### src/rtl/fifo_sync_param.sv
// Parametrised single-clock FIFO: arbitrary depth, programmable almost-full/empty
// thresholds, optional first-word-fall-through read port and sticky error flags.
module fifo_sync_param #(
    parameter int DATA_W    = 8,
    parameter int DEPTH     = 16,
    parameter int AF_THRESH = DEPTH - 2,
    parameter int AE_THRESH = 2,
    parameter int FWFT      = 0,
    parameter int CNT_W     = $clog2(DEPTH + 1)
) (
    input  logic              clk,
    input  logic              rst,
    input  logic              wr_en,
    input  logic [DATA_W-1:0] din,
    input  logic              rd_en,
    output logic [DATA_W-1:0] dout,
    output logic              full,
    output logic              empty,
    output logic              almost_full,
    output logic              almost_empty,
    output logic [CNT_W-1:0]  count,
    output logic              overflow,
    output logic              underflow,
    input  logic              err_clr
);

    localparam int              PTR_W    = (DEPTH > 1) ? $clog2(DEPTH) : 1;
    localparam logic [PTR_W-1:0] PTR_LAST = PTR_W'(DEPTH - 1);
    localparam logic [CNT_W-1:0] CNT_FULL = CNT_W'(DEPTH);
    localparam logic [CNT_W-1:0] CNT_AF   = CNT_W'(AF_THRESH);
    localparam logic [CNT_W-1:0] CNT_AE   = CNT_W'(AE_THRESH);
    localparam logic [CNT_W-1:0] CNT_ONE  = CNT_W'(1);

    logic [DATA_W-1:0] mem [DEPTH];
    logic [PTR_W-1:0]  wr_ptr;
    logic [PTR_W-1:0]  rd_ptr;
    logic              wr_acc;
    logic              rd_acc;

    // Depth need not be a power of two, so wrap on an explicit compare.
    function automatic logic [PTR_W-1:0] ptr_next(input logic [PTR_W-1:0] p);
        return (p == PTR_LAST) ? '0 : p + PTR_W'(1);
    endfunction

    assign full         = (count == CNT_FULL);
    assign empty        = (count == '0);
    assign almost_full  = (count >= CNT_AF);
    assign almost_empty = (count <= CNT_AE);

    assign wr_acc = wr_en & ~full;
    assign rd_acc = rd_en & ~empty;

    // Storage carries no reset; only the control state below is cleared.
    always_ff @(posedge clk) begin
        if (wr_acc) begin
            mem[wr_ptr] <= din;
        end
    end

    always_ff @(posedge clk or posedge rst) begin
        if (rst) begin
            wr_ptr <= '0;
            rd_ptr <= '0;
            count  <= '0;
        end else begin
            if (wr_acc) begin
                wr_ptr <= ptr_next(wr_ptr);
            end
            if (rd_acc) begin
                rd_ptr <= ptr_next(rd_ptr);
            end
            case ({wr_acc, rd_acc})
                2'b10:   count <= count + CNT_ONE;
                2'b01:   count <= count - CNT_ONE;
                default: count <= count;
            endcase
        end
    end

    // A fresh error event takes priority over a simultaneous clear.
    always_ff @(posedge clk or posedge rst) begin
        if (rst) begin
            overflow  <= 1'b0;
            underflow <= 1'b0;
        end else begin
            if (wr_en && full) begin
                overflow <= 1'b1;
            end else if (err_clr) begin
                overflow <= 1'b0;
            end
            if (rd_en && empty) begin
                underflow <= 1'b1;
            end else if (err_clr) begin
                underflow <= 1'b0;
            end
        end
    end

    generate
        if (FWFT != 0) begin : g_fwft
            assign dout = mem[rd_ptr];
        end else begin : g_std
            logic [DATA_W-1:0] dout_q;

            always_ff @(posedge clk or posedge rst) begin
                if (rst) begin
                    dout_q <= '0;
                end else if (rd_acc) begin
                    dout_q <= mem[rd_ptr];
                end
            end

            assign dout = dout_q;
        end
    endgenerate

endmodule

### config.mk
export PLATFORM = sky130hd
export DESIGN_NAME = fifo_sync_param
export DESIGN_NICKNAME = d
export VERILOG_FILES = /design/src/rtl/fifo_sync_param.sv
export SDC_FILE = /design/constraint.sdc
export NUM_CORES = 1
export LEC_CHECK = 0
export CAP_MARGIN = 0
export CORE_UTILIZATION = 40
export DETAILED_ROUTE_END_ITERATION = 16
export PLACE_DENSITY = 0.55
export SLEW_MARGIN = 15
export SYNTH_ARGS = -nofsm -noshare
export SYNTH_HDL_FRONTEND = slang
export SYNTH_SLANG_ARGS = --single-unit
### constraint.sdc
create_clock -name clk -period 3.5 [get_ports clk]
set_input_delay 0.7 -clock clk [delete_from_list [all_inputs] [get_ports clk]]
set_output_delay 0.7 -clock clk [all_outputs]
set_load 0.02 [all_outputs]
==> flow_summary.ini <==
[critical_path]
cp-start-kind = flip-flop
crit_arrival_ns = 3.33
reg2reg_from = count[2]
timing.rr.end = count[4]
crit_slowest_cell = dfrtp_1
r2r_cells = 10
cp_cell_sequence = or3_1 > o21ai_2 > inv_1 > ha_1 > xor2_1 > ha_1 > o211a_1 > o31ai_1 > a31oi_1 > xor2_1
r2r_setup_slack_ns = 0.46
crit_start = count[2]
critPathMaxStageDelay_ns = 0.50
cp-end-kind = flip-flop
worstSetupPathType = reg -> reg
cp_max_fo = 13
cp.required_ns = 3.79

[yosys]
synth_cells = 341
synth_area_per_cell_sq_um = 18.1
yosys.area.top_type_share_pct = 62.4
yosysSeqAreaShare_pct = 71.8
yosysTopAreaCell = edfxtp_1
netlist_area_sq_um = 6160
ys_ff_latch = 151
yosysUniqueCellTypes = 38
yosys_warnings = 0
synth_edf_count = 128
async_flop_share_pct = 15.2
ys.flop_type = edfxtp_1
synth_area_leaders = edfxtp_1 62%, mux4_2 12%, dfrtp_1 9.3%
syn_nets = 363

[hold_path]
hold_path.class = reg -> reg
hold_depth = 1
hp-start = overflow
min_to = overflow

[cts]
cts_root_buffer = clkbuf_16
cts_tree = built
post-cts-setup-buffers = 0
cts_sinks = 151
hold_buffers = 0
clockBufferDepth = 2
clkLatencyLatePin_ns = 0.41
cts.htree.levels = 4
cts.clk_slew.worst_paths_ns = 0.06
ctsResizeCount = 0
cts_buffers = 17

[timing]
slew_violations = 0
min_period_ns = 3.04
max_clock_freq_mhz = 329
fin_hold_ws_ns = 0.491
clock_skew_ns = 0.00539
maxSlewHeadroom_pct = 35.1
tns_ns = 0
tightest_slew_ns = 0.973
min_period_over_period_pct = 86.9
finalSetupViolCount = 0
rsz0062_at_grt = false
hold_viol = 0

[final_layout]
seqCellArea_sq_um = 4420
n_antenna_cell = 0
fill_cells = 1230
post-route-util_pct = 49.5
syn_to_final_growth_pct = 18.6
drive_gt1_share_pct = 23.8
multi_input_area_sq_um = 1590
finish.net_count = 417

[placement]
gp_congestion = 0.748
dp_hpwl_mm = 7.97
io_buffers = 31

[route]
wl_per_cell_um = 20.9
drc = 0
viasPerCell = 5.41
ant_nets = 0
routed_wl_mm = 12.3
vias = 3199
dr.pass1.iters = 6
drt_iter0_drc = 283

[power]
irDropWorstVdd_uv = 482
powerDensity_nw_per_um2 = 796
leakage_nw = 2.52

[die]
num_rows = 44
ios = 32
start_util_pct = 41.7
die_x_um = 126
dieHeight_um = 126
die-area_sq_um = 15900
core-area_sq_um = 14800

[global_routing]
met3_usage_pct = 4.50
overflow = 0
grt_pass1_wl_mm = 19.2
met2_usage_pct = 27.1
grt_pass1_vias = 3199
grt_max_degree = 24
met1_usage_pct = 22.7
grt_usage_pct = 17.0
antenna_found_initial = 0
busiest_layer = met2

[job]
timing.max_cap.violations = 0

[outcome]
status = finished, final reports clean
==> routing by layer <==
metal,vias to the layer above,part of all wire (%)
li1,1451,-
met2,70,50
met3,8,3.9
met1,1670,45
met4,0,1.0
met5,-,0
==> state kept, by name, summed over array words and instances (netlist names) <==
signal,count
count,5
dout,8
mem,128
overflow,1
rd_ptr,4
underflow,1
wr_ptr,4
==> where the power goes <==
| part | switching (mW) | internal, mW |
|---|---|---|
| sequential | 0.306 | 2.21 |
| combinational | 0.773 | 0.856 |
| clock | 0.699 | 0.967 |
| total | 1.78 | 4.03 |
==> logic make-up (layout without fill, tap and decap cells) <==
group / Yosys count / in the layout / synth area share, %
AO/OA/AOI/OAI: 39 / 39 / 4.45
XOR/XNOR: 7 / 7 / 0.996
adder cells (fa/ha/maj): 9 / 9 / 1.83
buffers and inverters: 30 / 96 / 2.46
flip-flops: 151 / 151 / 71.8
multiplexers: 41 / 41 / 13.7
AND/OR/NAND/NOR: 64 / 64 / 4.76
==> through the flow <==
stage	std cells	total power, mW	area [sq um]	worst slack (ns)
floorplan	341	3.63	6160	0.587
global placement	560	4.19	6770	0.524
detailed placement	560	4.21	6770	0.460
CTS	591	5.87	7300	0.457
global route	591	6.11	7300	0.234
finish	591	5.81	7300	0.459
==> layout by cell type, fill, tap and decap left out, types with 3 or more instances in the layout <==
master | synthesis | final
inv_1 | 10 | 10
clkinv_1 | 0 | 3
nor2_1 | 23 | 23
nand2b_1 | 3 | 3
xnor2_1 | 3 | 3
clkinv_2 | 0 | 3
a2111oi_0 | 6 | 6
dfrtp_1 | 23 | 21
edfxtp_1 | 128 | 128
xor2_1 | 4 | 4
ha_1 | 9 | 9
mux2_2 | 7 | 7
nand2_1 | 17 | 17
mux4_2 | 34 | 34
a21oi_1 | 5 | 5
o22ai_1 | 6 | 6
nor2b_1 | 7 | 7
nand3_1 | 4 | 4
o21ai_0 | 6 | 6
clkbuf_16 | 0 | 17
a21o_1 | 3 | 3
buf_4 | 1 | 24
nor3_1 | 5 | 5
clkdlybuf4s50_1 | 0 | 31
==> layout make-up <==
cell class | instances | area share (%)
Clock inverter | 13 | 1.46
Clock buffer | 18 | 5.88
Inverter | 10 | 0.514
Timing Repair Buffer | 55 | 6.72
Tap cell | 184 | 3.15
Multi-Input combinational cell | 160 | 21.7
Sequential cell | 151 | 60.6
==> worst max-delay path by stage <==
stage	endpoint	depth (start not counted)
5_1_grt	count[4]	10
3_3_place_gp	count[4]	10
2_1_floorplan	count[4]	13
4_1_cts	count[4]	10
3_5_place_dp	count[4]	10
6_report	count[4]	10
==> critical path: cells and delay by family, from the launching register on <==
| kind | cells | cell delay (ns) |
|---|---|---|
| compound gates | 4 | 0.93 |
| flops | 1 | 0.50 |
| buf+inv | 1 | 0.12 |
| xor+xnor | 2 | 0.34 |
| fa+ha+maj | 2 | 0.55 |
| simple gates | 1 | 0.49 |
==> cells in the mapped netlist (all sizes together), types with 2 or more instances <==
library cell,number
a2111oi,6
a21o,3
a21oi,5
a22o,2
a311oi,2
a31oi,2
buf,15
clkbuf,5
dfrtp,23
edfxtp,128
ha,9
inv,10
mux2,7
mux4,34
nand2,17
nand2b,3
nand3,4
nor2,23
nor2b,7
nor3,5
o21ai,7
o22ai,6
o31ai,2
xnor2,3
xor2,4
Power figures use the tool's default switching activity.
